--- config.mk ---
export PLATFORM = sky130hd
export DESIGN_NAME = alu_share_ctrl
export DESIGN_NICKNAME = d
export VERILOG_FILES = /design/src/rtl/alu_pkg.sv /design/src/rtl/alu_share_ctrl_alu.sv /design/src/rtl/alu_share_ctrl.sv
export SDC_FILE = /design/constraint.sdc
export NUM_CORES = 1
export LEC_CHECK = 0
export CAP_MARGIN = 15
export CORE_MARGIN = 2
export CORE_UTILIZATION = 53
export DETAILED_ROUTE_END_ITERATION = 8
export MAX_ROUTING_LAYER = met4
export PLACE_DENSITY = 0.86
export SLEW_MARGIN = 20
export SYNTH_ARGS = -nofsm -noshare
export SYNTH_HDL_FRONTEND = slang
export SYNTH_SLANG_ARGS = --single-unit
--- constraint.sdc ---
create_clock -name clk -period 9.94 [get_ports clk]
set_input_delay 1.988 -clock clk [delete_from_list [all_inputs] [get_ports clk]]
set_output_delay 1.988 -clock clk [all_outputs]
set_load 0.1 [all_outputs]
--- src/rtl/alu_pkg.sv ---
// Shared definitions for the shared-ALU controller: widths, ALU control
// codes, controller state encoding and the opcode legality check.
package alu_pkg;

  localparam int DATA_W = 32;
  localparam int OP_W   = 3;

  localparam logic [OP_W-1:0] OP_AND = 3'b000;
  localparam logic [OP_W-1:0] OP_ADD = 3'b010;
  localparam logic [OP_W-1:0] OP_SUB = 3'b110;

  localparam logic [1:0] ST_IDLE = 2'd0;
  localparam logic [1:0] ST_EXEC = 2'd1;
  localparam logic [1:0] ST_RESP = 2'd2;

  function automatic logic is_legal_op(input logic [OP_W-1:0] op);
    return (op == OP_ADD) || (op == OP_SUB) || (op == OP_AND);
  endfunction

endpackage

--- src/rtl/alu_share_ctrl_alu.sv ---
// The shared 32-bit ALU: ADD, SUB and AND, with a zero result for any
// other control code. Purely combinational; results wrap modulo 2^DATA_W.
module alu
  import alu_pkg::*;
#(
  parameter int W = alu_pkg::DATA_W
) (
  input  logic [W-1:0]    a,
  input  logic [W-1:0]    b,
  input  logic [OP_W-1:0] alu_control,
  output logic [W-1:0]    result
);

  // Select the operation; unsupported codes produce zero.
  always_comb begin
    result = '0;
    case (alu_control)
      OP_ADD:  result = a + b;
      OP_SUB:  result = a - b;
      OP_AND:  result = a & b;
      default: result = '0;
    endcase
  end

endmodule

--- src/rtl/alu_share_ctrl.sv ---
// Shares one ALU between two requesters with round-robin arbitration.
// One operation in flight: IDLE accepts, EXEC computes from latched
// operands, RESP holds the registered response until it is consumed.
module alu_share_ctrl #(
  parameter int DATA_W = alu_pkg::DATA_W,
  parameter int OP_W   = alu_pkg::OP_W
) (
  input  logic              clk,
  input  logic              reset,
  input  logic              req0_valid,
  output logic              req0_ready,
  input  logic [DATA_W-1:0] req0_a,
  input  logic [DATA_W-1:0] req0_b,
  input  logic [OP_W-1:0]   req0_op,
  input  logic              req1_valid,
  output logic              req1_ready,
  input  logic [DATA_W-1:0] req1_a,
  input  logic [DATA_W-1:0] req1_b,
  input  logic [OP_W-1:0]   req1_op,
  output logic              rsp_valid,
  input  logic              rsp_ready,
  output logic [DATA_W-1:0] rsp_result,
  output logic              rsp_id,
  output logic              rsp_illegal
);
  import alu_pkg::*;

  logic [1:0]        state_q, state_d;
  logic              last_grant_q, last_grant_d;
  logic [DATA_W-1:0] a_q, a_d;
  logic [DATA_W-1:0] b_q, b_d;
  logic [OP_W-1:0]   op_q, op_d;
  logic              id_q, id_d;
  logic              rsp_valid_q, rsp_valid_d;
  logic [DATA_W-1:0] rsp_result_q, rsp_result_d;
  logic              rsp_id_q, rsp_id_d;
  logic              rsp_illegal_q, rsp_illegal_d;

  logic              grant_vld;
  logic              grant_id;
  logic [DATA_W-1:0] alu_result;

  alu #(
    .W(DATA_W)
  ) u_alu (
    .a          (a_q),
    .b          (b_q),
    .alu_control(op_q),
    .result     (alu_result)
  );

  // Round-robin pick: a lone requester wins, a tie goes to the one not served last.
  always_comb begin
    grant_vld = 1'b0;
    grant_id  = 1'b0;
    if (req0_valid && req1_valid) begin
      grant_vld = 1'b1;
      grant_id  = ~last_grant_q;
    end else if (req0_valid) begin
      grant_vld = 1'b1;
      grant_id  = 1'b0;
    end else if (req1_valid) begin
      grant_vld = 1'b1;
      grant_id  = 1'b1;
    end
  end

  assign req0_ready = (state_q == ST_IDLE) && grant_vld && !grant_id;
  assign req1_ready = (state_q == ST_IDLE) && grant_vld && grant_id;

  // Next-state and datapath updates for accept, execute and response hold.
  always_comb begin
    state_d       = state_q;
    last_grant_d  = last_grant_q;
    a_d           = a_q;
    b_d           = b_q;
    op_d          = op_q;
    id_d          = id_q;
    rsp_valid_d   = rsp_valid_q;
    rsp_result_d  = rsp_result_q;
    rsp_id_d      = rsp_id_q;
    rsp_illegal_d = rsp_illegal_q;
    case (state_q)
      ST_IDLE: begin
        if (grant_vld) begin
          a_d          = grant_id ? req1_a  : req0_a;
          b_d          = grant_id ? req1_b  : req0_b;
          op_d         = grant_id ? req1_op : req0_op;
          id_d         = grant_id;
          last_grant_d = grant_id;
          state_d      = ST_EXEC;
        end
      end
      ST_EXEC: begin
        rsp_result_d  = alu_result;
        rsp_id_d      = id_q;
        rsp_illegal_d = !is_legal_op(op_q);
        rsp_valid_d   = 1'b1;
        state_d       = ST_RESP;
      end
      ST_RESP: begin
        if (rsp_ready) begin
          rsp_valid_d = 1'b0;
          state_d     = ST_IDLE;
        end
      end
      default: begin
        state_d = ST_IDLE;
      end
    endcase
  end

  // State and datapath registers with synchronous reset.
  always_ff @(posedge clk) begin
    if (reset) begin
      state_q       <= ST_IDLE;
      last_grant_q  <= 1'b1;
      a_q           <= '0;
      b_q           <= '0;
      op_q          <= '0;
      id_q          <= 1'b0;
      rsp_valid_q   <= 1'b0;
      rsp_result_q  <= '0;
      rsp_id_q      <= 1'b0;
      rsp_illegal_q <= 1'b0;
    end else begin
      state_q       <= state_d;
      last_grant_q  <= last_grant_d;
      a_q           <= a_d;
      b_q           <= b_d;
      op_q          <= op_d;
      id_q          <= id_d;
      rsp_valid_q   <= rsp_valid_d;
      rsp_result_q  <= rsp_result_d;
      rsp_id_q      <= rsp_id_d;
      rsp_illegal_q <= rsp_illegal_d;
    end
  end

  assign rsp_valid   = rsp_valid_q;
  assign rsp_result  = rsp_result_q;
  assign rsp_id      = rsp_id_q;
  assign rsp_illegal = rsp_illegal_q;

endmodule

Word-level counts from Yosys, hierarchy flattened --
Cells that the tools add are included. W data, S select, Z words.
Storage, ports and cells: bits in registers 106, input bits 139, output and inout port bits 37, logic and storage cells 48
Operators by class: add/sub/neg operators 2, equal/unequal tests 6, mux-type cells 14, bitwise logic cells 2, reductions and logical operators 14
Operator list (count):
- $pmux W32 S3 | 1
- $mux W32 | 2
- $add A32 B32 Y32 | 1
- $and A32 B32 Y32 | 1
- $sub A32 B32 Y32 | 1
- $mux W1 | 6
- $pmux W2 S3 | 1
- $reduce_and A2 Y1 | 3
- $logic_and A1 B1 Y1 | 4
- $mux W2 | 2
- $ne A2 B2 Y1 const B | 2
- $eq A3 B2 Y1 const B | 1
- $eq A3 B3 Y1 const B | 1
- $logic_not A3 Y1 | 1
- $mux W3 | 1
- $eq A2 B1 Y1 const B | 1
- $eq A2 B2 Y1 const B | 1
- $logic_not A1 Y1 | 2
- $logic_not A2 Y1 | 1
- $logic_or A1 B1 Y1 | 2
- $pmux W1 S2 | 1
- $reduce_bool A2 Y1 | 1
- $not A1 Y1 | 1

Longest topological paths before layout --
Gate-level depths: netlist of run 1.
depth in word-level cells 5, depth in mapped cells 18, mapped depth without buffers 16

Cells and area by module --
From an unflattened synthesis of run 1, not the netlist that was laid out.
Second synthesis, totals: cell total of the unflattened synthesis 988, area, all modules 7314.5 um^2
Modules (own cells, without submodules):
- alu_share_ctrl | instances 1, cells each 570, area each 4580.6 um^2, seq. area each 2122.0 um^2
- alu | instances 1, cells each 418, area each 2733.9 um^2, seq. area each 0.0 um^2

Worst setup path after synthesis of run 1 --
Ideal clock, no wire load.
path type input port to output port, from input req1_valid, to output req0_ready, data arrival time 3466 ps, data required time 7952 ps, path slack 4486 ps, cell stages on the path 3, buffers on the path 1, cell sequence o21ai_1 -> a21oi_1 -> clkbuf_1
On the way: word-level cells in the longest chain between the ends 5, elaborated cells between the ends (all ways) 9, classes of those cells 5 x mux; 4 x reduce/logical
RTL lines:
- start: declaration | line alu_share_ctrl.sv:15 | input logic req1_valid,
- $mux W1 | line alu_share_ctrl.sv:62 | end else if (req1_valid) begin
- $mux W1 | line alu_share_ctrl.sv:59 | end else if (req0_valid) begin
- $mux W1 | line alu_share_ctrl.sv:56 | if (req0_valid && req1_valid) begin
- $logic_and A1 B1 Y1 / $logic_not A1 Y1 (equally long branches) | line alu_share_ctrl.sv:68 | assign req0_ready = (state_q == ST_IDLE) && grant_vld && !grant_id;
- $logic_and A1 B1 Y1 (*) | line alu_share_ctrl.sv:68
- end: declaration | line alu_share_ctrl.sv:11 | output logic req0_ready,
Every way passes the cells marked *; elsewhere a longest branch is shown, timed or not.

Final worst setup path of run 1 --
from input req0_valid, to output req0_ready
On the way: word-level cells in the longest chain between the ends 4, elaborated cells between the ends (all ways) 8, classes of those cells 4 x mux; 4 x reduce/logical
RTL lines:
- start: declaration | line alu_share_ctrl.sv:10 | input logic req0_valid,
- $mux W1 / $logic_and A1 B1 Y1 (equally long branches) | line alu_share_ctrl.sv:59, alu_share_ctrl.sv:56
- $mux W1 | line alu_share_ctrl.sv:56
- $logic_and A1 B1 Y1 / $logic_not A1 Y1 (equally long branches) | line alu_share_ctrl.sv:68
- $logic_and A1 B1 Y1 (*) | line alu_share_ctrl.sv:68
Marked as above.

==> results of run 1 <==
worst paths after layout:
path | slack (ns) | depth (start not counted) | from | endpoint
max | 3.26 | 5 | req0_valid | req0_ready
max reg2reg | 5.59 | 14 | op_q[1] | rsp_result[27]
min reg2reg | 0.48 | 2 | id_q | rsp_id
min | 0.48 | 2 | id_q | rsp_id
critical path, delay by kind of cell:
| kind | cells | cell delay, ns |
|---|---|---|
| buffers and inverters | 3 | 2.40 |
| AND/OR/NAND/NOR | 1 | 0.13 |
| AO/OA/AOI/OAI | 1 | 0.15 |
Yosys cell counts, types with 2 or more instances:
library cell  instances
o22ai_1               9
nand3_1              20
a211oi_1             15
o21a_1                7
a21boi_0              4
a21o_1               17
a211o_1               2
buf_2                 3
o21bai_1              7
o21ai_1               2
a32oi_1              11
and3_1                7
clkbuf_1             56
a222oi_1             67
nor2_1              140
nor3_1               19
ha_1                 33
xnor2_1              24
o21ai_0              36
a21oi_1              45
o41ai_2               2
nor3b_1               2
o41ai_1               3
or2_2                 3
buf_1                 3
nor4_1                4
a31o_2                3
nand4_1              10
and2_1                2
nand2b_1              3
a311oi_1              3
o211ai_1              6
a31oi_1              12
or3_1                 5
xor2_1               24
inv_1                15
nor4_2                2
nand2_1              33
a41oi_1               2
dfxtp_1             106
nor2b_1               7
o31ai_1               4
or4_1                 4
final cells by class:
type | instances | area, um2
well taps | 168 | 210.2
repair buffers | 185 | 1824
fillers | 1011 | 3367
multi-input cells | 626 | 4250
clock inverters | 5 | 38.79
inverters | 15 | 56.30
clock buffers | 11 | 242.7
flip-flops and latches | 106 | 2122
stage by stage:
stage / utilization, % / power, mW / worst slack [ns] / hold WS [ns]
2_1_floorplan: - / 1.000 / 4.486 / 0.4323
3_3_place_gp: 69.88 / 1.176 / 3.341 / 0.4444
3_5_place_dp: 69.88 / 1.188 / 3.285 / 0.4514
4_1_cts: 72.20 / 1.527 / 3.277 / 0.4794
5_1_grt: 72.20 / 1.614 / 3.153 / 0.5073
6_report: 72.20 / 1.533 / 3.262 / 0.4781
logic make-up (layout without fill, tap and decap cells):
| logic type | Yosys count | in the layout | synth area share [%] |
|---|---|---|---|
| simple gates | 275 | 275 | 19.80 |
| buf+inv | 78 | 216 | 4.579 |
| xor+xnor | 49 | 49 | 6.576 |
| fa+ha+maj | 34 | 34 | 6.520 |
| flops | 106 | 106 | 31.96 |
| mux | 2 | 2 | 0.3203 |
| compound gates | 266 | 266 | 30.24 |
power by group through the flow:
| stage | clock network (mW) | registers, mW | logic, mW |
|---|---|---|---|
| detailed placement | 0 | 0.526 | 0.663 |
| global route | 0.357 | 0.523 | 0.734 |
| CTS | 0.342 | 0.517 | 0.668 |
| floorplan | 0 | 0.598 | 0.402 |
| finish | 0.339 | 0.519 | 0.675 |
| global placement | 0 | 0.524 | 0.652 |
routing by layer:
layer	up-vias	GRT usage, %	share of wire [%]
met5	-	-	0
met4	0	11.98	1.9
met3	29	5.230	8.6
met2	338	48.11	45
met1	3326	42.96	45
li1	3377	-	-
registers in the layout, summed over array words and instances (netlist names), 2 cells and up:
signal / count
op_q: 3
a_q: 32
rsp_result: 32
b_q: 32
state_q: 2
==> results.ini, run 1 <==
[status]
status=finished, violations left
violations=DRC

[route]
ant_nets=0
drtIter0Drc=862
dr.pass1.iters=9
vias_per_cell=6.335
drc_errors=2
vias=7070
drt-wirelength-per-cell_um=18.50
drt_wl_total_mm=20.65

[timing]
rsz0062_at_grt=false
fin_worst_skew_ns=0.007835
worst_pin_slew_ns=1.036
setup_viol=0
hold_viol=0
fin_crit_sh_pct=67.19
max_freq_mhz=149.7
drv_slew=0
setup-tns-final_ns=0
timing.slew.headroom_pct=30.69
min_period_ns=6.678

[min_path]
min_path_type=reg -> reg

[synthesis]
synth_edf_count=0
syn_inst=810
ys_top_cells_by_area=dfxtp_1, a222oi_1, nor2_1, ha_1, a21oi_1
syn-num-nets=983
synth_seq_cells=106
yosysSeqAreaShare_pct=31.96
ys.flop_type=dfxtp_1
ys_async_sr_fraction_pct=0
yosysTopAreaCell=dfxtp_1
synth_warnings=0
synth_top_area_share_pct=31.96
netlist_area_um2=6640
syn_area_per_cell_um2=8.198
ys_types=71

[die]
coreArea_um2=12110
ios=176
die_area_um2=13440
die_y_um=115.9
start_util_pct=54.82
die_w_um=115.9
row_count=40

[global_routing]
grt_pass1_wl_mm=32.97
grt_antenna_before_repair=0
grt_max_degree=71
gr-total-overflow=0
grt_use_total_pct=31.85
first_global_vias=6578

[worst_setup_path]
cp_slowest_stage_delay_ns=1.27
worstSetupPathType=in -> out
cp_cell_sequence=clkdlybuf4s50_1, nand2_1, a21oi_4, buf_4, clkdlybuf4s50_1
critPathMostFrequentCell=clkdlybuf4s50_1
cp.arrival_ns=4.69
required_ns=7.95
worst_setup_path_start_kind=input port
crit_fanout=69
critPathSlowestCell=clkdlybuf4s50_1
cp-end-kind=output pin

[finish]
layout_commonest_cell=clkdlybuf4s50_1
final_cell_mix=clkdlybuf4s50_1, nor2_1, dfxtp_1
stdcell_area_um2=8745
drive_above_1_share_pct=5.485
layout.nets=1116
area_delta_synth_final_pct=31.69
instances_no_fill=1116
diodes=0

[clock_tree]
clock_sinks=106
clock_path_buffers=2
numCtsBuffers=9
root_buffer=clkbuf_16
cts_setup_buffers=0
cts_tree=yes
holdBufCountCts=0
post_cts_resized=0
clkTransAtPathRegs_ns=0.07
clock_latency_ns=0.36
h-tree-depth=3

[placement]
dp_hpwl_mm=14.56
io_buffers=175
placed_area_um2=8463
gp_congestion=0.9179
dp.cells=1100

[power_and_ir_drop]
combPwrFrac_pct=44.0
seqPwrFrac_pct=33.8
swShare_pct=40.71
p_clk_share_pct=22.1
p_leak_nw=3.346
p_int_mw=0.9091
cellPowerDensity_nw_per_um2=175.3
p_switching_mw=0.6241
peakVddDrop_mv=0.1152

[flow_run]
drv_cap=0

(Power assumes the default switching activity.)
==> inputs of run 2 (changes only) <==
Settings changed: CORE_UTILIZATION 53 to 45, PLACE_DENSITY 0.86 to 0.78.
Clock period 9.94 ns to 6.1 ns, I/O delays scaled along.
==> run 2 against run 1 <==
- the run now ends clean
- clock-buffer cell count down 2
- setup slack worse by 1.3 ns
- critical path depth up 9
- routed wire length up 4.1%
- combinational power up 63%
- clock skew up 0.0032 ns
- sequential share of layout area down 0.10 points
==> results.ini, run 2 (synthesized netlist as in run 1, its figures left out) <==
[clock_tree]
cts_setup_buffers=0  ; unchanged
root_buffer=clkbuf_16  ; unchanged
cts_tree=yes  ; unchanged
holdBufCountCts=0  ; unchanged
post_cts_resized=0  ; unchanged
numCtsBuffers=9  ; unchanged
clock_sinks=106  ; unchanged
clkTransAtPathRegs_ns=0.08  ; was 0.07 ns
clock_path_buffers=2  ; unchanged
clock_latency_ns=0.36  ; about the same
h-tree-depth=3  ; unchanged

[placement]
dp.cells=1116  ; was 1,100
gp_congestion=0.9779  ; was 0.9179
dp_hpwl_mm=15.34  ; was 14.56 mm
io_buffers=175  ; unchanged
placed_area_um2=8478  ; was 8463 um2

[route]
drtIter0Drc=674  ; was 862
vias_per_cell=6.261  ; was 6.335
vias=7087  ; was 7,070
drt-wirelength-per-cell_um=18.98  ; was 18.50 um
ant_nets=0  ; unchanged
dr.pass1.iters=7  ; was 9
drt_wl_total_mm=21.49  ; was 20.65 mm
drc_errors=0  ; was 2

[global_routing]
grt_antenna_before_repair=0  ; unchanged
first_global_vias=6761  ; was 6,578
grt_max_degree=74  ; was 71
gr-total-overflow=0  ; unchanged
grt_use_total_pct=27.66  ; was 31.85%
grt_pass1_wl_mm=34.66  ; was 32.97 mm

[timing]
rsz0062_at_grt=false  ; unchanged
whs_ns=0.4622  ; was 0.4781 ns
setup-tns-final_ns=0  ; unchanged
fin_worst_skew_ns=0.01102  ; was 0.007835 ns
timing.slew.headroom_pct=32.50  ; was 30.69%
max_freq_mhz=242.4
hold_viol=0  ; unchanged
worst_pin_slew_ns=1.009  ; was 1.036 ns
min_period_ns=4.125
setup_viol=0  ; unchanged
fin_crit_sh_pct=67.62
drv_slew=0  ; unchanged

[finish]
drive_above_1_share_pct=5.802  ; was 5.485%
layout.nets=1116  ; unchanged
instances_no_fill=1132  ; was 1,116
diodes=0  ; unchanged
layout_commonest_cell=clkdlybuf4s50_1  ; unchanged
final_cell_mix=clkdlybuf4s50_1, nor2_1, dfxtp_1  ; unchanged
stdcell_area_um2=8781  ; was 8745 um2
area_delta_synth_final_pct=32.24  ; was 31.69%

[worst_setup_path]
crit_fanout=19  ; was 69
worst_setup_path_start_kind=register  ; was input port
reg2reg_slack_ns=1.97  ; was 5.59 ns
cp.arrival_ns=4.37  ; was 4.69 ns
cp-end-kind=register  ; was output pin
timing.rr.end=rsp_result[21]  ; was rsp_result[27]
worstSetupPathType=reg -> reg  ; was in -> out
reg2reg_depth=14  ; unchanged
r2r-start=op_q[1]  ; unchanged
required_ns=6.34  ; was 7.95 ns
crit_start=op_q[1]  ; was req0_valid

[power_and_ir_drop]
p_leak_nw=3.359  ; was 3.346 nW
swShare_pct=40.55  ; was 40.71%
combPwrFrac_pct=43.3  ; was 44.0%
p_clk_share_pct=23.5  ; was 22.1%
cellPowerDensity_nw_per_um2=289.7  ; was 175.3 nW/um2
peakVddDrop_mv=0.1847  ; was 0.1152 mV
p_int_mw=1.512  ; was 0.9091 mW
p_switching_mw=1.032  ; was 0.6241 mW
seqPwrFrac_pct=33.2  ; was 33.8%

[flow_run]
drv_cap=0  ; unchanged

[die]
die_area_um2=15740  ; was 13,440 um2
start_util_pct=45.86  ; was 54.82%
die_w_um=125.5  ; was 115.9 um
row_count=44  ; was 40
ios=176  ; unchanged
die_y_um=125.5  ; was 115.9 um
coreArea_um2=14480  ; was 12,110 um2

[min_path]
min_path_type=reg -> reg  ; unchanged
hold_path.startpoint=id_q  ; unchanged
hold_path_depth=2  ; unchanged
hold_end=rsp_id  ; unchanged

[status]
status=completed  ; was finished, violations left

## run 2: metrics by stage
stage | setup slack (ns) | total power, mW | util [%]
2_1_floorplan | 2.182 | 1.630 | -
3_3_place_gp | 2.136 | 1.934 | 58.56
3_5_place_dp | 2.038 | 1.946 | 58.56
4_1_cts | 2.032 | 2.548 | 60.65
5_1_grt | 1.622 | 2.687 | 60.65
6_report | 1.975 | 2.544 | 60.65
## run 2: critical path: stages (launching register included)
cell and delay, ns:
dfxtp_1 0.40, nor2b_1 0.15, buf_4 0.28, nand2_1 0.48, o21ai_0 0.47, inv_1 0.08
ha_1 0.27, nor2b_1 0.18, o2111ai_1 0.15, a31oi_1 0.42, a31oi_1 0.15, o21ai_1 0.37
a21oi_1 0.14, nand4_1 0.11, or3b_1 0.34
## run 2: per-layer routing
layer	vias up	global-route usage (%)	routed length [um]
met5	-	-	0
met4	0	9.281	418
li1	3395	-	-
met2	304	42.35	9750
met1	3356	36.77	9729
met3	32	5.220	1589
## run 2: worst max path at each step
stage | to | slack [ns]
CTS | rsp_result[21] | 2.03
global route | rsp_result[27] | 1.62
global placement | rsp_result[21] | 2.14
finish | rsp_result[21] | 1.97
floorplan | req0_ready | 2.18
detailed placement | rsp_result[21] | 2.04
## run 2: layout make-up
type                            count  area [um2]
Fill cell                        1328        5698
Multi-Input combinational cell    626        4250
Sequential cell                   106        2122
Timing Repair Buffer              185        1819
Tap cell                          184       230.2
Clock buffer                        9       225.2
Clock inverter                      7       77.57
Inverter                           15       56.30
## run 2: power groups by stage
stage / clock, mW / sequential [mW] / combinational (mW)
after floorplan: 0 / 0.975 / 0.654
after global placement: 0 / 0.857 / 1.08
after detailed placement: 0 / 0.859 / 1.09
after CTS: 0.609 / 0.844 / 1.09
after global routing: 0.635 / 0.855 / 1.20
final: 0.598 / 0.845 / 1.10
